==> config.mk <==
export PLATFORM = sky130hd
export DESIGN_NAME = rename_cap_gate
export DESIGN_NICKNAME = d
export VERILOG_FILES = /design/src/rtl/rename_cap_gate.sv
export SDC_FILE = /design/constraint.sdc
export NUM_CORES = 1
export LEC_CHECK = 0
export ABC_CLOCK_PERIOD_IN_PS = 6200
export CORE_UTILIZATION = 51
export CTS_BUF_LIST = sky130_fd_sc_hd__clkbuf_4
export CTS_CLUSTER_SIZE = 8
export DETAILED_ROUTE_END_ITERATION = 10
export GPL_TIMING_DRIVEN = 0
export HOLD_SLACK_MARGIN = 0.05
export PLACE_DENSITY = 0.85
export SETUP_SLACK_MARGIN = 0.05
export SLEW_MARGIN = 15
export SYNTH_ARGS = -nofsm -noshare
export SYNTH_HDL_FRONTEND = slang
export SYNTH_SLANG_ARGS = --single-unit
==> constraint.sdc <==
create_clock -name clk_i -period 6.2 [get_ports clk_i]
set_input_delay 0.62 -clock clk_i [delete_from_list [all_inputs] [get_ports clk_i]]
set_output_delay 0.62 -clock clk_i [all_outputs]
set_load 0.02 [all_outputs]
==> src/rtl/rename_cap_gate.sv <==
// Rename front with capability-uop tagging, in-flight credit gating and a
// single-entry valid/ready dispatch register; keeps saturating statistics.

package rename_cap_pkg;

  typedef enum logic [3:0] {
    UOP_NOP                = 4'd0,
    UOP_ALU                = 4'd1,
    UOP_LOAD               = 4'd2,
    UOP_STORE              = 4'd3,
    UOP_BRANCH             = 4'd4,
    UOP_PREFIX_SELECT      = 4'd5,
    UOP_PREFIX_CANCEL      = 4'd6,
    UOP_CAP_CLONE_RESTRICT = 4'd7,
    UOP_CAP_LOAN_BEGIN     = 4'd8,
    UOP_CAP_LOAN_END       = 4'd9,
    UOP_CAP_JUMP           = 4'd10,
    UOP_CAP_RET            = 4'd11,
    UOP_LINK               = 4'd12
  } uop_tag_t;

  // Capability uops are the ones counted against the in-flight budget.
  function automatic logic is_capability(input uop_tag_t tag);
    case (tag)
      UOP_PREFIX_SELECT,
      UOP_PREFIX_CANCEL,
      UOP_CAP_CLONE_RESTRICT,
      UOP_CAP_LOAN_BEGIN,
      UOP_CAP_LOAN_END,
      UOP_CAP_JUMP,
      UOP_CAP_RET,
      UOP_LINK:  return 1'b1;
      default:   return 1'b0;
    endcase
  endfunction

endpackage

module rename_cap_gate
  import rename_cap_pkg::*;
#(
  parameter int unsigned LANES            = 4,
  parameter int unsigned CAP_INFLIGHT_MAX = 8,
  parameter int unsigned CNT_W            = 16
) (
  input  logic                                   clk_i,
  input  logic                                   rst_i,
  input  logic                                   decode_valid_i,
  input  uop_tag_t [LANES-1:0]                   decode_uops_i,
  input  logic [$clog2(LANES+1)-1:0]             decode_uop_count_i,
  output logic                                   rename_ready_o,
  output logic                                   dispatch_valid_o,
  input  logic                                   dispatch_ready_i,
  output uop_tag_t [LANES-1:0]                   dispatch_uops_o,
  output logic [LANES-1:0]                       dispatch_lane_valid_o,
  output logic [LANES-1:0]                       lane_is_capability_o,
  input  logic [$clog2(LANES+1)-1:0]             cap_retire_i,
  input  logic                                   flush_i,
  output logic [$clog2(CAP_INFLIGHT_MAX+1)-1:0]  cap_inflight_o,
  output logic [CNT_W-1:0]                       cap_issued_count_o,
  output logic [CNT_W-1:0]                       stall_cycles_o,
  output logic                                   retire_underflow_o
);

  localparam int unsigned CW = $clog2(LANES + 1);
  localparam int unsigned IW = $clog2(CAP_INFLIGHT_MAX + 1);
  // Headroom for inflight + caps before the budget compare.
  localparam int unsigned SW = ((IW > CW) ? IW : CW) + 1;

  logic [CW-1:0]        n_c;
  logic [LANES-1:0]     lane_valid_c;
  logic [LANES-1:0]     cap_mask_c;
  uop_tag_t [LANES-1:0] uops_masked_c;
  logic [SW-1:0]        caps_c;
  logic [SW-1:0]        ret_c;
  logic                 underflow_c;
  logic                 credit_ok_c;
  logic                 slot_free_c;
  logic                 accept_c;
  logic                 stall_c;
  logic [IW-1:0]        inflight_next_c;
  logic [CNT_W:0]       issued_sum_c;

  // Lane decode, credit check and handshake qualification.
  always_comb begin
    n_c           = (decode_uop_count_i > CW'(LANES)) ? CW'(LANES) : decode_uop_count_i;
    lane_valid_c  = '0;
    cap_mask_c    = '0;
    caps_c        = '0;
    for (int unsigned i = 0; i < LANES; i++) begin
      lane_valid_c[i]  = CW'(i) < n_c;
      cap_mask_c[i]    = lane_valid_c[i] & is_capability(decode_uops_i[i]);
      uops_masked_c[i] = lane_valid_c[i] ? decode_uops_i[i] : UOP_NOP;
      caps_c           = caps_c + SW'(cap_mask_c[i]);
    end

    underflow_c     = SW'(cap_retire_i) > SW'(cap_inflight_o);
    ret_c           = underflow_c ? SW'(cap_inflight_o) : SW'(cap_retire_i);
    credit_ok_c     = (SW'(cap_inflight_o) - ret_c + caps_c) <= SW'(CAP_INFLIGHT_MAX);
    slot_free_c     = !dispatch_valid_o || dispatch_ready_i;
    rename_ready_o  = !rst_i && !flush_i && slot_free_c && credit_ok_c;
    accept_c        = decode_valid_i && rename_ready_o;
    stall_c         = decode_valid_i && !rename_ready_o && !flush_i;
    inflight_next_c = IW'(SW'(cap_inflight_o) - ret_c + (accept_c ? caps_c : SW'(0)));
    issued_sum_c    = {1'b0, cap_issued_count_o} + (CNT_W+1)'(caps_c);
  end

  // Dispatch register, in-flight tracking and statistics.
  always_ff @(posedge clk_i) begin
    if (rst_i) begin
      dispatch_valid_o      <= 1'b0;
      dispatch_lane_valid_o <= '0;
      lane_is_capability_o  <= '0;
      for (int unsigned i = 0; i < LANES; i++) dispatch_uops_o[i] <= UOP_NOP;
      cap_inflight_o        <= '0;
      cap_issued_count_o    <= '0;
      stall_cycles_o        <= '0;
      retire_underflow_o    <= 1'b0;
    end else if (flush_i) begin
      // Flushed uops never retire, so the budget restarts from zero.
      dispatch_valid_o      <= 1'b0;
      dispatch_lane_valid_o <= '0;
      lane_is_capability_o  <= '0;
      for (int unsigned i = 0; i < LANES; i++) dispatch_uops_o[i] <= UOP_NOP;
      cap_inflight_o        <= '0;
    end else begin
      cap_inflight_o <= inflight_next_c;
      if (underflow_c) retire_underflow_o <= 1'b1;
      if (stall_c && (stall_cycles_o != '1)) stall_cycles_o <= stall_cycles_o + CNT_W'(1);

      if (accept_c) begin
        dispatch_valid_o      <= n_c != '0;
        dispatch_lane_valid_o <= lane_valid_c;
        lane_is_capability_o  <= cap_mask_c;
        dispatch_uops_o       <= uops_masked_c;
        cap_issued_count_o    <= issued_sum_c[CNT_W] ? '1 : issued_sum_c[CNT_W-1:0];
      end else if (dispatch_valid_o && dispatch_ready_i) begin
        dispatch_valid_o      <= 1'b0;
        dispatch_lane_valid_o <= '0;
        lane_is_capability_o  <= '0;
        for (int unsigned i = 0; i < LANES; i++) dispatch_uops_o[i] <= UOP_NOP;
      end
    end
  end

endmodule

# ---- Word-level counts from Yosys, hierarchy flattened
# Memories as Yosys holds them, arrays and structs flattened.
# Index checks and enable logic that the tools add are counted.
dict set report word_totals {
  in_bits 27
  word_cells 70
  romBits 64
  memories 4
  output_inout_bits 63
  register_bits 62
}
dict set report classes {
  bitwise_logic 5
  order_cmp 7
  n_reduce_logical 19
  eq_ne 1
  n_addsub 8
  muxes 15
}
# name words width rd rd_ports_with_merged_regs write_ports line_no
set memory_table {}
lappend memory_table {{(no name shown)} 16 1 1 0 0 24} ;# case (tag)
lappend memory_table {{(no name shown)} 16 1 1 0 0 24}
lappend memory_table {{(no name shown)} 16 1 1 0 0 24}
lappend memory_table {{(no name shown)} 16 1 1 0 0 24}
# operator n
set ops {}
lappend ops {{$mux W16} 3}
lappend ops {{$mux W4} 9}
lappend ops {{$add A16 B4 Y17} 1}
lappend ops {{$add A16 B1 Y16 const B} 1}
lappend ops {{$ne A16 B16 Y1 const B} 1}
lappend ops {{$logic_and A1 B1 Y1} 8}
lappend ops {{$lt A1 B3 Y1 const A} 2}
lappend ops {{$lt A2 B3 Y1 const A} 2}
lappend ops {{$reduce_and A2 Y1} 3}
lappend ops {{$add A5 B4 Y5} 1}
lappend ops {{$le A5 B4 Y1 const B} 1}
lappend ops {{$sub A4 B4 Y5} 1}
lappend ops {{$add A3 B1 Y4} 1}
lappend ops {{$add A4 B4 Y4} 1}
lappend ops {{$and A1 B1 Y1} 4}
lappend ops {{$gt A3 B4 Y1} 1}
lappend ops {{$logic_not A1 Y1} 4}
lappend ops {{$add A2 B1 Y3} 1}
lappend ops {{$gt A3 B3 Y1 const B} 1}
lappend ops {{$mux W3} 1}
lappend ops {{$reduce_bool A3 Y1} 1}
lappend ops {{$add A1 B1 Y2} 1}
lappend ops {{$mux W1} 2}
lappend ops {{$reduce_bool A2 Y1} 1}
lappend ops {{other kinds (3)} 3}

# ---- Depth between registers and ports, before layout
dict set report logic_depth {
  depth_word 15
  depth_mapped 25
  ltp_nobuf 24
}

# ---- Worst setup path after synthesis
# Ideal clock, no wire load.
dict set report synth_timing {
  kind {input-to-reg}
  start {input port cap_retire_i[2]}
  end {register cap_inflight_o[3]}
  cell_stages 24
  arrival_time_ns 5.149
  slack_ns 0.933
  path_buffers 1
  setup_ns 0.118
  required_ns 6.082
  path_cell_list {inv_1 -> ha_1 -> or2_2 -> o2111a_1 -> nand2_1 -> o21ai_0 -> ha_1 -> fa_1 -> nand2b_2 -> o221ai_4 -> ha_1 -> a31oi_1 -> o31ai_1 -> a21oi_1 -> nand3_1 -> xor2_1 -> o211a_1 -> clkbuf_1 -> nand2_1 -> inv_1 -> ha_1 -> a21o_1 -> maj3_1 -> mux2i_1}
}
dict set report synth_between {
  elab_chain_cells 9
}
# item line_no
set synth_rtl {}
lappend synth_rtl {{from (decl)} 57} ;# input logic [$clog2(LANES+1)-1:0] cap_retire_i,
lappend synth_rtl {{$gt A3 B4 Y1} 97} ;# underflow_c = SW'(cap_retire_i) > SW'(cap_inflight_o);
lappend synth_rtl {{$mux W4 *} 98} ;# ret_c = underflow_c ? SW'(cap_inflight_o) : SW'(cap_retire_i);
lappend synth_rtl {{$sub A4 B4 Y5 *} 104} ;# inflight_next_c = IW'(SW'(cap_inflight_o) - ret_c + (accept_c ? caps_c : SW'(0)));
lappend synth_rtl {{$add A5 B4 Y5} 99} ;# credit_ok_c = (SW'(cap_inflight_o) - ret_c + caps_c) <= SW'(CAP_INFLIGHT_MAX);
lappend synth_rtl {{$le A5 B4 Y1} 99}
lappend synth_rtl {{$logic_and A1 B1 Y1} 101} ;# rename_ready_o = !rst_i && !flush_i && slot_free_c && credit_ok_c;
lappend synth_rtl {{$logic_and A1 B1 Y1} 102} ;# accept_c = decode_valid_i && rename_ready_o;
lappend synth_rtl {{$mux W4} 104}
lappend synth_rtl {{$add A4 B4 Y4 *} 104}
lappend synth_rtl {{to (signal assigned)} 127} ;# cap_inflight_o <= inflight_next_c;
lappend synth_rtl {{to (decl)} 59} ;# output logic [$clog2(CAP_INFLIGHT_MAX+1)-1:0] cap_inflight_o,
# Every way passes the cells marked *; elsewhere a longest branch is shown, timed or not.
# A chain may end at the register's enable or synchronous reset.

# ---- Worst setup path in the final report
dict set report layout_timing {
  start {input port cap_retire_i[1]}
  end {output port rename_ready_o}
}
dict set report layout_between {
  elab_chain_cells 6
}
# item line_no
set layout_rtl {}
lappend layout_rtl {{$gt A3 B4 Y1} 97}
lappend layout_rtl {{$mux W4 *} 98}
lappend layout_rtl {{$sub A4 B4 Y5 *} n/a}
lappend layout_rtl {{$add A5 B4 Y5 *} 99}
lappend layout_rtl {{$le A5 B4 Y1 *} 99}
lappend layout_rtl {{$logic_and A1 B1 Y1 *} 101}
lappend layout_rtl {{to (decl)} 51} ;# output logic rename_ready_o,
# Marked as above.

==> metrics.md <==
| Metric | Value |
|---|---|
| Post-synth top flop | dfxtp_1 |
| Leading area contributor after synthesis | dfxtp_1 |
| Ranking of synthesized cells by area | dfxtp_1 (35%), nand3_1 (7.0%), ha_1 (5.9%) |
| Commonest non-fill, non-tap cell in the layout | clkdlybuf4s50_1 |
| Overall power | 1.63 mW |
| Status | complete, no violations |
| Design area | 4790 µm² |
| Post-cts hold buffer count | 0 |
| Synth Area per Inst | 8.38 µm² |
| CP max-delay cell | clkdlybuf4s50_1 |
| Area of the multi-input gates | 2200 µm² |
| Slowest stage delay, CP | 0.43 ns |
| Post-route ant nets | 0 |
| Fraction of power spent switching nets | 40.7% |
| CTS tree | built |
| Crit path launch type | input pin |
| Post-synth cell types | 56 |
| I/O pin cnt | 90 |
| Share of layout cells above drive strength 1 | 9.16% |
| Placement Rows | 30 |
| Static leakage | 1.85 nW |
| P&R area growth vs syn | 33.2% |
| Most frequent CP cell | ha_1 |
| Asr flop ratio synth | 0% |
| Initial antenna violation count | 0 |
| Worst-Margin Slew | 0.663 ns |
| Register clock-pin slew on the reported worst setup and hold paths | 0.10 ns |
| HP Class | flip-flop to flip-flop |
| Die Y | 86.0 µm |
| Max_cap viols | 0 |
| DRC | 0 |
| Routability congestion estimate | 0.855 |
| CP max FO | 10 |
| DRT iter0 DRCs | 137 |
| Flop pwr share | 27.5% |
| Seq. cell area | 1240 µm² |
| Fin crit share | 92.8% |
| Clock H-tree levels | 3 |
| Slew Limit Headroom | 55.6% |
| TritonCTS Buffers | 9 |
| Synthesized flop and latch total | 62 |
| Vias in the first global route | 3431 |
| GRT overflow | 0 |
| HPWL after detailed placement | 6980 µm |
| Period minus WS final | 5.75 ns |
| CP arrival | 5.13 ns |
| Critical path required time | 5.58 ns |
| Final Hold Fails | 0 |
| First-pass GRT wire length | 15900 µm |
| Cell Pwr Density | 341 nW/µm² |
| WS Path Type | input pin to primary output |
| Number of port buffers | 88 |
| Detailed Route WL | 9590 µm |
| Nets | 579 |
| Tot GR Track Use | 27.0% |
| Endpoint class of the critical path | primary output |
| Final setup viols | 0 |
| Post-DR wirelength/cell | 15.2 µm |
| Syn Std Cell Area | 3600 µm² |
| Total die area | 7390 µm² |
| TritonCTS Sinks | 62 |
| Ys Warns | 0 |
| Comb pwr share | 52.8% |
| Synth top area share | 34.5% |
| Antenna Cells | 0 |
| Peak VDD IR | 166 µV |
| TritonRoute pass-1 iters | 4 |
| Commonest non-fill, non-tap cells in the layout | clkdlybuf4s50_1 (86), dfxtp_1 (62), nand3_1 (49) |
| Core area | 6790 µm² |
| Fmax | 0.174 GHz |
| Sequential-to-total area share from yosys stat | 34.5% |
| EDFF count, synth | 0 |
| Net Sw Power | 0.664 mW |
| Fillers | 550 |
| Initial Utilization | 52.9% |
| Post-Syn Nets | 478 |
| Drt via density | 5.82 |
| Placement Cell Area | 4600 µm² |
| Die span in x | 86.0 µm |
| Placed cell count | 613 |
| Critical Path, Cell by Cell | clkdlybuf4s50_1, ha_1, nor2b_1, o2111a_1, o21ai_0, ha_1, fa_2, nand2b_2, o221ai_4, ha_1, a31oi_1, o31ai_1, a21oi_1, nand3_2, xnor2_4, a21oi_4, buf_6, buf_6, clkdlybuf4s15_1 |
| CTS max path bufs | 2 |
| Via Count | 3673 |
| Final Slew Violations | 0 |
| Non-Filler Instances | 631 |
| Largest net degree at the start of global routing | 11 |
| RSZ-0062 raised after global routing | false |
| Gate Count Post-Synth | 429 |
| Internal power component | 0.968 mW |
| Clock root buffer | clkbuf_4 |
| Clock power frac | 19.7% |
| Fin Clk Skew | 0.0138 ns |
| Clk_lat worst skew | 0.41 ns |
[Yosys cell counts, types with 3 or more instances]
| master | number |
|---|---|
| and3_1 | 6 |
| or2_2 | 4 |
| o21ai_0 | 18 |
| inv_1 | 16 |
| nor3_1 | 15 |
| ha_1 | 17 |
| o31ai_1 | 11 |
| nand3_1 | 50 |
| mux2_1 | 6 |
| nor2_1 | 29 |
| mux2i_1 | 3 |
| a311oi_1 | 8 |
| a21o_1 | 5 |
| fa_1 | 5 |
| a21oi_1 | 26 |
| nor2b_1 | 10 |
| xor2_1 | 4 |
| buf_2 | 8 |
| clkbuf_1 | 12 |
| dfxtp_1 | 62 |
| nand4_1 | 6 |
| and2_1 | 4 |
| or4_1 | 7 |
| a31oi_1 | 4 |
| nor4_1 | 6 |
| nand2_1 | 41 |
| xnor2_1 | 6 |
| o211ai_1 | 3 |
[power groups by stage]
stage | Clock [mW] | Combinational (mW) | Sequential [mW]
finish | 0.321 | 0.862 | 0.449
global route | 0.346 | 0.954 | 0.453
CTS | 0.323 | 0.836 | 0.449
detailed placement | 0 | 0.822 | 0.458
global placement | 0 | 0.797 | 0.456
floorplan | 0 | 0.586 | 0.486
[registers in the layout, indices dropped and copies added, names as in the netlist]
name                   cells
dispatch_uops_o           16
retire_underflow_o         1
cap_inflight_o             4
cap_issued_count_o        16
dispatch_valid_o           1
lane_is_capability_o       4
stall_cycles_o            16
dispatch_lane_valid_o      4
[final cells by class]
type | count | share of cell area, %
clock buffer | 11 | 1.72
sequential | 62 | 25.9
multi-input combinational | 329 | 46.0
inverter | 16 | 1.25
buffer | 22 | 2.32
clock inverter | 5 | 1.54
timing repair buffer | 90 | 18.8
tap | 96 | 2.51
[worst max-delay path, delay by kind of cell]
family          cells  cell delay, ns
xor+xnor            1            0.19
fa+ha+maj           4            1.24
buf+inv             4            1.04
compound gates      7            1.37
simple gates        3            0.65
[cells by family after synthesis]
kind of cell               count (synthesis)  synth area share [%]
adders and majority gates                 23                  8.98
muxes                                     11                  3.44
xor gates and xnor gates                  12                  3.65
AOI/OAI and AO/OA                         85                  16.0
DFF                                       62                  34.5
and+or+nand+nor                          198                  28.7
buffers and inverters                     38                  4.66
[metrics by stage]
step	util [%]	setup TNS [ns]	setup slack, ns	hold slack, ns
2_1_floorplan	-	0	0.933	0.533
3_3_place_gp	67.7	-0.883	-0.350	0.442
3_5_place_dp	67.7	-1.49	-0.521	0.449
4_1_cts	70.1	0	0.147	0.464
5_1_grt	70.5	0	0.215	0.483
6_report	70.5	0	0.446	0.461
[routing by layer]
layer	vias up	track usage [%]	part of all wire, %
met3	22	6.93	5.8
li1	1764	-	-
met2	112	44.8	50
met5	-	0	0
met1	1775	33.3	42
met4	0	10.6	2.0
[final timing paths]
path                            start                   to  slack (ns)  cells after the start
setup / recovery      cap_retire_i[1]       rename_ready_o        0.45                     19
hold / removal    dispatch_uops_o[11]  dispatch_uops_o[11]        0.46                      2
setup reg to reg    cap_inflight_o[2]    cap_inflight_o[3]        0.70                     24
hold reg to reg   dispatch_uops_o[11]  dispatch_uops_o[11]        0.46                      2
[repair_timing]
item / in CTS / in global routing
gates resized for setup: 4 / 5
setup buffers: 0 / 2
setup endpoints to repair: 3 / 3
pin swaps: 0 / 1
(Power assumes the default switching activity.)
